===== config.mk =====
export PLATFORM = sky130hd
export DESIGN_NAME = vend_engine
export DESIGN_NICKNAME = d
export VERILOG_FILES = /design/src/rtl/vend_engine.sv
export SDC_FILE = /design/constraint.sdc
export NUM_CORES = 1
export LEC_CHECK = 0
export ABC_AREA = 1
export CAP_MARGIN = 20
export CORE_UTILIZATION = 29
export CTS_BUF_LIST = sky130_fd_sc_hd__clkbuf_2
export DETAILED_ROUTE_END_ITERATION = 10
export PLACE_DENSITY = 0.54
export SYNTH_ARGS = -nofsm -noshare
export SYNTH_HDL_FRONTEND = slang
export SYNTH_SLANG_ARGS = --single-unit

===== constraint.sdc =====
create_clock -name pclk -period 3 [get_ports pclk]
set_input_delay 0.45 -clock pclk [delete_from_list [all_inputs] [get_ports pclk]]
set_output_delay 0.45 -clock pclk [all_outputs]
set_load 0.005 [all_outputs]

===== src/rtl/vend_engine.sv =====
// vend_engine: credit accumulation, item lookup, stock write-back and
// dispense/change/status pulses for the vending transaction path.
module vend_engine #(
  parameter  int MAX_ITEMS = 1024,
  parameter  int NUM_ITEMS = 1024,
  parameter  int CREDIT_W  = 16,
  localparam int AW        = $clog2(MAX_ITEMS)
) (
  input  logic                pclk,
  input  logic                prst,
  input  logic                cfg_mode,
  input  logic                coin_valid,
  input  logic [CREDIT_W-1:0] coin_value,
  input  logic                cancel,
  input  logic                item_sel_valid,
  input  logic [AW-1:0]       item_sel,
  output logic [AW-1:0]       mem_raddr,
  input  logic [31:0]         mem_rdata,
  output logic                mem_we,
  output logic [AW-1:0]       mem_waddr,
  output logic [31:0]         mem_wdata,
  output logic [CREDIT_W-1:0] credit,
  output logic                busy,
  output logic                dispense_valid,
  output logic [AW-1:0]       dispense_item,
  output logic                change_valid,
  output logic [CREDIT_W-1:0] change_value,
  output logic                status_valid,
  output logic [2:0]          vend_status
);

  localparam logic [2:0] ST_OK      = 3'd1;
  localparam logic [2:0] ST_SOLD    = 3'd2;
  localparam logic [2:0] ST_INSUFF  = 3'd3;
  localparam logic [2:0] ST_INVALID = 3'd4;
  localparam logic [2:0] ST_DISABLE = 3'd5;
  localparam logic [AW:0] NUM_LIM   = (AW+1)'(NUM_ITEMS);

  typedef enum logic [1:0] {IDLE, READ, CHECK, DISPENSE} state_t;

  state_t              state;
  logic [AW-1:0]       sel;
  logic [CREDIT_W-1:0] chg;
  logic [CREDIT_W-1:0] cred_add;   // credit plus any coin this cycle, saturated
  logic [CREDIT_W-1:0] coin_only;  // credit after a clear, keeping a same-cycle coin
  logic [CREDIT_W:0]   sum;
  logic [CREDIT_W-1:0] price;
  logic [7:0]          stock;
  logic [7:0]          flags;

  assign price = CREDIT_W'(mem_rdata[15:0]);
  assign stock = mem_rdata[23:16];
  assign flags = mem_rdata[31:24];

  // Saturating credit update used by every state except the clearing cases
  always_comb begin
    sum       = {1'b0, credit} + {1'b0, coin_value};
    cred_add  = credit;
    coin_only = coin_valid ? coin_value : '0;
    if (coin_valid)
      cred_add = sum[CREDIT_W] ? {CREDIT_W{1'b1}} : sum[CREDIT_W-1:0];
  end

  // Transaction FSM with all outputs registered
  always_ff @(posedge pclk) begin
    if (prst) begin
      state          <= IDLE;
      sel            <= '0;
      chg            <= '0;
      credit         <= '0;
      busy           <= 1'b0;
      mem_raddr      <= '0;
      mem_we         <= 1'b0;
      mem_waddr      <= '0;
      mem_wdata      <= '0;
      dispense_valid <= 1'b0;
      dispense_item  <= '0;
      change_valid   <= 1'b0;
      change_value   <= '0;
      status_valid   <= 1'b0;
      vend_status    <= '0;
    end else begin
      mem_we         <= 1'b0;
      mem_waddr      <= '0;
      mem_wdata      <= '0;
      dispense_valid <= 1'b0;
      dispense_item  <= '0;
      change_valid   <= 1'b0;
      change_value   <= '0;
      status_valid   <= 1'b0;
      vend_status    <= '0;
      credit         <= cred_add;
      case (state)
        IDLE: begin
          if (item_sel_valid) begin
            if (cfg_mode) begin
              status_valid <= 1'b1;
              vend_status  <= ST_DISABLE;
            end else begin
              sel       <= item_sel;
              mem_raddr <= item_sel;
              state     <= READ;
              busy      <= 1'b1;
            end
          end else if (cancel && credit != '0) begin
            change_valid <= 1'b1;
            change_value <= credit;
            credit       <= coin_only;
          end
        end
        READ: state <= CHECK;
        CHECK: begin
          if ({1'b0, sel} >= NUM_LIM || stock == 8'd0 || credit < price) begin
            status_valid <= 1'b1;
            vend_status  <= ({1'b0, sel} >= NUM_LIM) ? ST_INVALID :
                            (stock == 8'd0)          ? ST_SOLD : ST_INSUFF;
            state        <= IDLE;
            busy         <= 1'b0;
          end else begin
            mem_we    <= 1'b1;
            mem_waddr <= sel;
            mem_wdata <= {flags, stock - 8'd1, mem_rdata[15:0]};
            chg       <= credit - price;
            credit    <= coin_only;
            state     <= DISPENSE;
          end
        end
        DISPENSE: begin
          dispense_valid <= 1'b1;
          dispense_item  <= sel;
          status_valid   <= 1'b1;
          vend_status    <= ST_OK;
          if (chg != '0) begin
            change_valid <= 1'b1;
            change_value <= chg;
          end
          state <= IDLE;
          busy  <= 1'b0;
        end
        default: begin
          state <= IDLE;
          busy  <= 1'b0;
        end
      endcase
    end
  end

endmodule


# [Yosys cells after proc, flatten, opt, wreduce, memory -nomap -nowiden]
# Cells that the tools add are included.
[word_totals] inputBits=64 wordCells=76 out_inout_bits=102 ff_bits=120
[op_classes] n_eq_ne=6 n_addsub=3 bitwise_logic=4 reduce_logical=14 mux=34 magnitude_cmp=1
[op_table] operator="16-bit 2-to-1 mux" count=9
[op_table] operator="16-bit one-hot mux with 2 select lines" count=2
[op_table] operator="16-bit nonzero test" count=2
[op_table] operator="16-bit by 16-bit adder with 17-bit output" count=1
[op_table] operator="16-bit less-than comparator" count=1
[op_table] operator="16-bit subtractor" count=1
[op_table] operator="1-bit 2-to-1 mux" count=12
[op_table] operator="3-bit one-hot mux with 3 select lines" count=1
[op_table] operator="8-bit zero test" count=1
[op_table] operator="2-bit 2-to-1 mux" count=4
[op_table] operator="2-bit one-hot mux with 4 select lines" count=1
[op_table] operator="8-bit by 1-bit subtractor with 8-bit output (second input constant)" count=1
[op_table] operator="3-bit 2-to-1 mux" count=2
[op_table] operator="2-bit != test (second input constant)" count=3
[op_table] operator="1-bit one-hot mux with 3 select lines" count=2
[op_table] operator="2-bit == test (second input constant)" count=2
[op_table] operator="1-bit inverter" count=4
[op_table] operator="2-bit AND reduction" count=2
[op_table] operator="4-bit AND reduction" count=1
[op_table] operator="2-bit OR reduction" count=2
[op_table] operator="3-bit AND reduction" count=1
[op_table] operator="3-bit nonzero test" count=1
[op_table] operator="3-bit OR reduction" count=1
[op_table] operator="2-bit by 1-bit == test with 1-bit output (second input constant)" count=1
[op_table] operator="other kinds (4)" count=4

# [Logic depth before layout (Yosys ltp)]
[depth] ltp_word=6 depth_mapped=15 mapped_depth_nobuf=14

# [Worst setup path after synthesis]
# OpenSTA, ideal clock, no wires.
[synth_timing] kind="input -> register" startpoint="input port coin_value[0]" endpoint="register credit[10]" n_path_buf=1 arrival_ns=2.104 t_required_ns=2.880 setup_time_ns=0.120 slack_ns=0.777 cell_stages=13 cell_sequence="ha_1 > fa_1 > nand3_1 > nand3_1 > nand2_1 > nand2_1 > nand2_1 > nand2_1 > nor2_1 > buf_4 > nand3_1 > nand3_1 > a21oi_1"
[synth_via] elab_chain_len=6 word_cells_on_any_way=7 cone_classes="add/sub: 1; mux: 6"
[synth_rtl] element="from (decl)" line="13" text="input logic [CREDIT_W-1:0] coin_value,"
[synth_rtl] element="16-bit by 16-bit adder with 17-bit output *" line="57" text="sum = {1'b0, credit} + {1'b0, coin_value};"
[synth_rtl] element="16-bit 2-to-1 mux *" line="61" text="cred_add = sum[CREDIT_W] ? {CREDIT_W{1'b1}} : sum[CREDIT_W-1:0];"
[synth_rtl] element="16-bit 2-to-1 mux *" line="60" text="if (coin_valid)"
[synth_rtl] element="16-bit 2-to-1 mux" line="105" text="end else if (cancel && credit != '0) begin"
[synth_rtl] element="16-bit 2-to-1 mux" line="95" text="if (item_sel_valid) begin"
[synth_rtl] element="16-bit one-hot mux with 2 select lines *" line="93" text="case (state)"
[synth_rtl] element="to (signal assigned)" line="92" text="credit <= cred_add;"
[synth_rtl] element="to (signal assigned)" line="108" text="credit <= coin_only;"
[synth_rtl] element="to (signal assigned)" line="124" text="credit <= coin_only;"
[synth_rtl] element="to (decl)" line="22" text="output logic [CREDIT_W-1:0] credit,"
# Every way passes the cells marked *; elsewhere a longest branch is shown, timed or not.
# A chain may end at the register's enable or synchronous reset.

# [Worst setup path after layout]
[layout_timing] startpoint="register credit[0]" endpoint="register chg[13]"
[layout_via] elab_chain_len=4 word_cells_on_any_way=5 cone_classes="add/sub: 1; order compare: 1; bitwise: 1; reduce/logical: 2"
[layout_rtl] element="16-bit less-than comparator" line="113" text="if ({1'b0, sel} >= NUM_LIM || stock == 8'd0 || credit < price) begin"
[layout_rtl] element="1-bit logical OR" line="113"
[layout_rtl] element="1-bit inverter (no source line)"
[layout_rtl] element="2-bit AND reduction (no source line)"
[layout_rtl] element="to (signal assigned)" line="123" text="chg <= credit - price;"
[layout_rtl] element="to (decl)" line="43" text="logic [CREDIT_W-1:0] chg;"
# Several ways; a longest one is shown, not always the timed one.

==> results.py <==
metrics = {
    "run_status": {
        "status": "complete, no violations",
    },
    "setup_path": {
        "endpoint_kind": "flip-flop",
        "reg2reg_depth": 13,
        "cp.depth": 13,
        "critPathRequiredTime_ns": 3.63,
        "r2r_start": "credit[0]",
        "r2r_end": "chg[13]",
        "slowest_stage": "dfxtp_1",
        "worst-path-buf-inv": 2,
        "arrival_ns": 3.14,
        "critPathLaunchType": "flip-flop",
        "crit_family": "simple AND/OR/NAND/NOR gates",
        "r2r_slack_ns": 0.48,
        "path_class": "reg -> reg",
        "slowest_delay_ns": 0.44,
        "worstPathCellList": "inv_1, ha_1, fa_1, nand3b_1, nand2_1, nand2_1, nand2_1, nand2_1, nand2_2, nand2_4, inv_2, o21ai_0, a21oi_1",
        "path_max_fanout": 24,
        "critical_path.most_common_cell": "nand2_1",
    },
    "finish": {
        "fin_cells": 1326,
        "area_growth_pct": 36.3,
        "num_antenna_cells": 0,
        "drive_above_1_share_pct": 5.97,
        "fin_util_pct": 40.9,
        "nNetsFinal": 1148,
        "final_cell_mix": "nand2_1, clkdlybuf4s50_1, inv_1",
        "final_common_cell": "nand2_1",
    },
    "yosys": {
        "synth_cell_types": 32,
        "ys_seq_area_share_pct": 39.0,
        "synth_async_sr_flop_share_pct": 0,
        "synth_edf_count": 0,
        "syn_nets": 971,
        "synth_seq_cells": 120,
        "synth_top_area_cell": "dfxtp_1",
        "synth_cells": 867,
        "syn_area_um2": 6160,
        "synth_top_area_share_pct": 39.0,
        "syn_avg_cell_area_um2": 7.10,
        "synthTopCellsByArea": "dfxtp_1, nand2_1, inv_1, ha_1, a21oi_1",
        "synth_flop_cell": "dfxtp_1",
        "yosysWarnings": 0,
    },
    "timing": {
        "setup_tns_ns": 0,
        "fin_crit_ns": 2.52,
        "slew_violations": 0,
        "finClkSkew_ns": 0.0319,
        "slew_headroom_pct": 47.4,
        "finalCritPeriodShare_pct": 83.9,
        "rsz0062_at_grt": "no",
        "hold_viol": 0,
        "fmax_ghz": 0.397,
        "worst-slew-pin-transition_ns": 0.789,
        "setup_viol": 0,
    },
    "clock_network": {
        "numCtsBuffers": 17,
        "ctsResizeCount": 0,
        "h-tree-depth": 4,
        "worstSkewPairLatency_ns": 0.70,
        "cts_setup_buffers": 0,
        "cts_root_buf": "clkbuf_2",
        "tritoncts": "done",
        "clk_pin_slew_ns": 0.17,
        "cts_hold_buf": 0,
        "clock_sinks": 120,
        "clockBufferDepth": 2,
    },
    "run": {
        "drv_cap": 0,
    },
    "routing": {
        "drt_iter0_drc": 322,
        "vias_per_cell": 4.57,
        "dr.pass1.iters": 4,
        "vias": 6066,
        "wl_um": 19000,
        "wl_per_cell_um": 14.3,
        "ant_nets": 0,
        "drc": 0,
    },
    "global_route": {
        "grt_pass1_wl_um": 29800,
        "track_usage_pct": 17.6,
        "grt_max_degree": 34,
        "antenna_found_initial": 0,
        "grt_pass1_vias": 5685,
        "overflow": 0,
    },
    "min_path": {
        "hold_path.class": "in -> reg",
        "min_to": "mem_wdata[26]",
        "holdPathStages": 3,
        "hold_path.startpoint": "mem_rdata[26]",
    },
    "floorplan": {
        "dieArea_um2": 21800,
        "num_rows": 52,
        "start_util_pct": 30.0,
        "die_h_um": 148,
        "die_x_um": 148,
        "core_area_um2": 20500,
        "ioPinCount": 166,
    },
    "placement": {
        "gp_congestion": 0.873,
        "place_inst": 1295,
        "dp_hpwl_um": 14900,
        "io_buffers": 165,
    },
    "power": {
        "power.density_nw_per_um2": 628,
        "power.leakage_nw": 3.80,
        "vdd_drop_max_v": 0.000220,
    },
}
==> kinds of logic (layout without fill, tap and decap cells) <==
logic type / Yosys count / in the layout / synth area share, %
and+or+nand+nor: 395 / 395 / 28.2
DFF: 120 / 120 / 39.0
buffers and inverters: 159 / 348 / 10.4
AOI/OAI and AO/OA: 133 / 133 / 11.2
adders and majority gates: 40 / 40 / 8.37
xor gates and xnor gates: 20 / 20 / 2.84
==> metrics by stage <==
| stage | setup slack [ns] | instance area [µm²] | hold WS, ns | total power, W |
|---|---|---|---|---|
| 5_1_grt | 0.180 | 8390 | 0.194 | 0.00569 |
| 3_5_place_dp | 0.0853 | 8160 | 0.447 | 0.00422 |
| 6_report | 0.484 | 8390 | 0.271 | 0.00527 |
| 3_3_place_gp | 0.157 | 8160 | 0.440 | 0.00422 |
| 4_1_cts | 0.470 | 8390 | 0.189 | 0.00532 |
| 2_1_floorplan | 0.777 | 6160 | 0.440 | 0.00339 |
==> routing by layer <==
layer / global-route usage (%) / wire length [µm] / part of all wire, %
met5: 0 / 0 / 0
met4: 6.19 / 308 / 1.6
met3: 3.40 / 1320 / 7.0
met2: 28.1 / 8450 / 44
met1: 23.7 / 8920 / 47
==> power breakdown <==
part           total (W)  internal, W  leakage [nW]  switching, W
registers        0.00189      0.00173         0.973      0.000161
logic            0.00231     0.000972          2.68       0.00134
clock network    0.00107     0.000457         0.142      0.000614
total            0.00527      0.00316          3.80       0.00211
==> state kept, by name, summed over array words and instances (netlist names) <==
name,flops
credit,16
sel,10
vend_status,3
change_valid,1
state,2
dispense_item,10
change_value,16
status_valid,1
mem_waddr,10
mem_we,1
chg,16
busy,1
mem_wdata,32
dispense_valid,1
==> worst max-delay path by stage <==
stage / from / to / slack [ns]
finish: credit[0] / chg[13] / 0.48
global route: credit[0] / chg[10] / 0.18
CTS: credit[0] / chg[13] / 0.47
detailed placement: mem_rdata[0] / chg[9] / 0.09
global placement: mem_rdata[0] / chg[9] / 0.16
floorplan: coin_value[0] / credit[10] / 0.78
==> cell usage after synthesis (6+ instances only) <==
| library cell | n |
|---|---|
| nand2_1 | 177 |
| inv_1 | 129 |
| dfxtp_1 | 120 |
| nor2_1 | 109 |
| a21oi_1 | 90 |
| nand3_1 | 47 |
| ha_1 | 38 |
| o21ai_0 | 31 |
| nand4_1 | 22 |
| nand3b_1 | 17 |
| xnor2_1 | 14 |
| clkbuf_1 | 13 |
| buf_2 | 6 |
| or2_2 | 6 |
| xor2_1 | 6 |
==> worst reg2reg max path: stages, from the launching register on <==
cell	delay [ns]
dfxtp_1	0.44
inv_1	0.10
ha_1	0.22
fa_1	0.40
nand3b_1	0.18
nand2_1	0.11
nand2_1	0.06
nand2_1	0.09
nand2_1	0.09
nand2_2	0.09
nand2_4	0.10
inv_2	0.30
o21ai_0	0.14
a21oi_1	0.15
==> final cells by class <==
type	instances	area, µm²
timing repair buffer	184	1810
tap	270	338
multi-input combinational	588	3110
fill	2202	12100
inverter	133	499
clock buffer	20	100
sequential	120	2400
clock inverter	11	131
(Power assumes the default switching activity.)
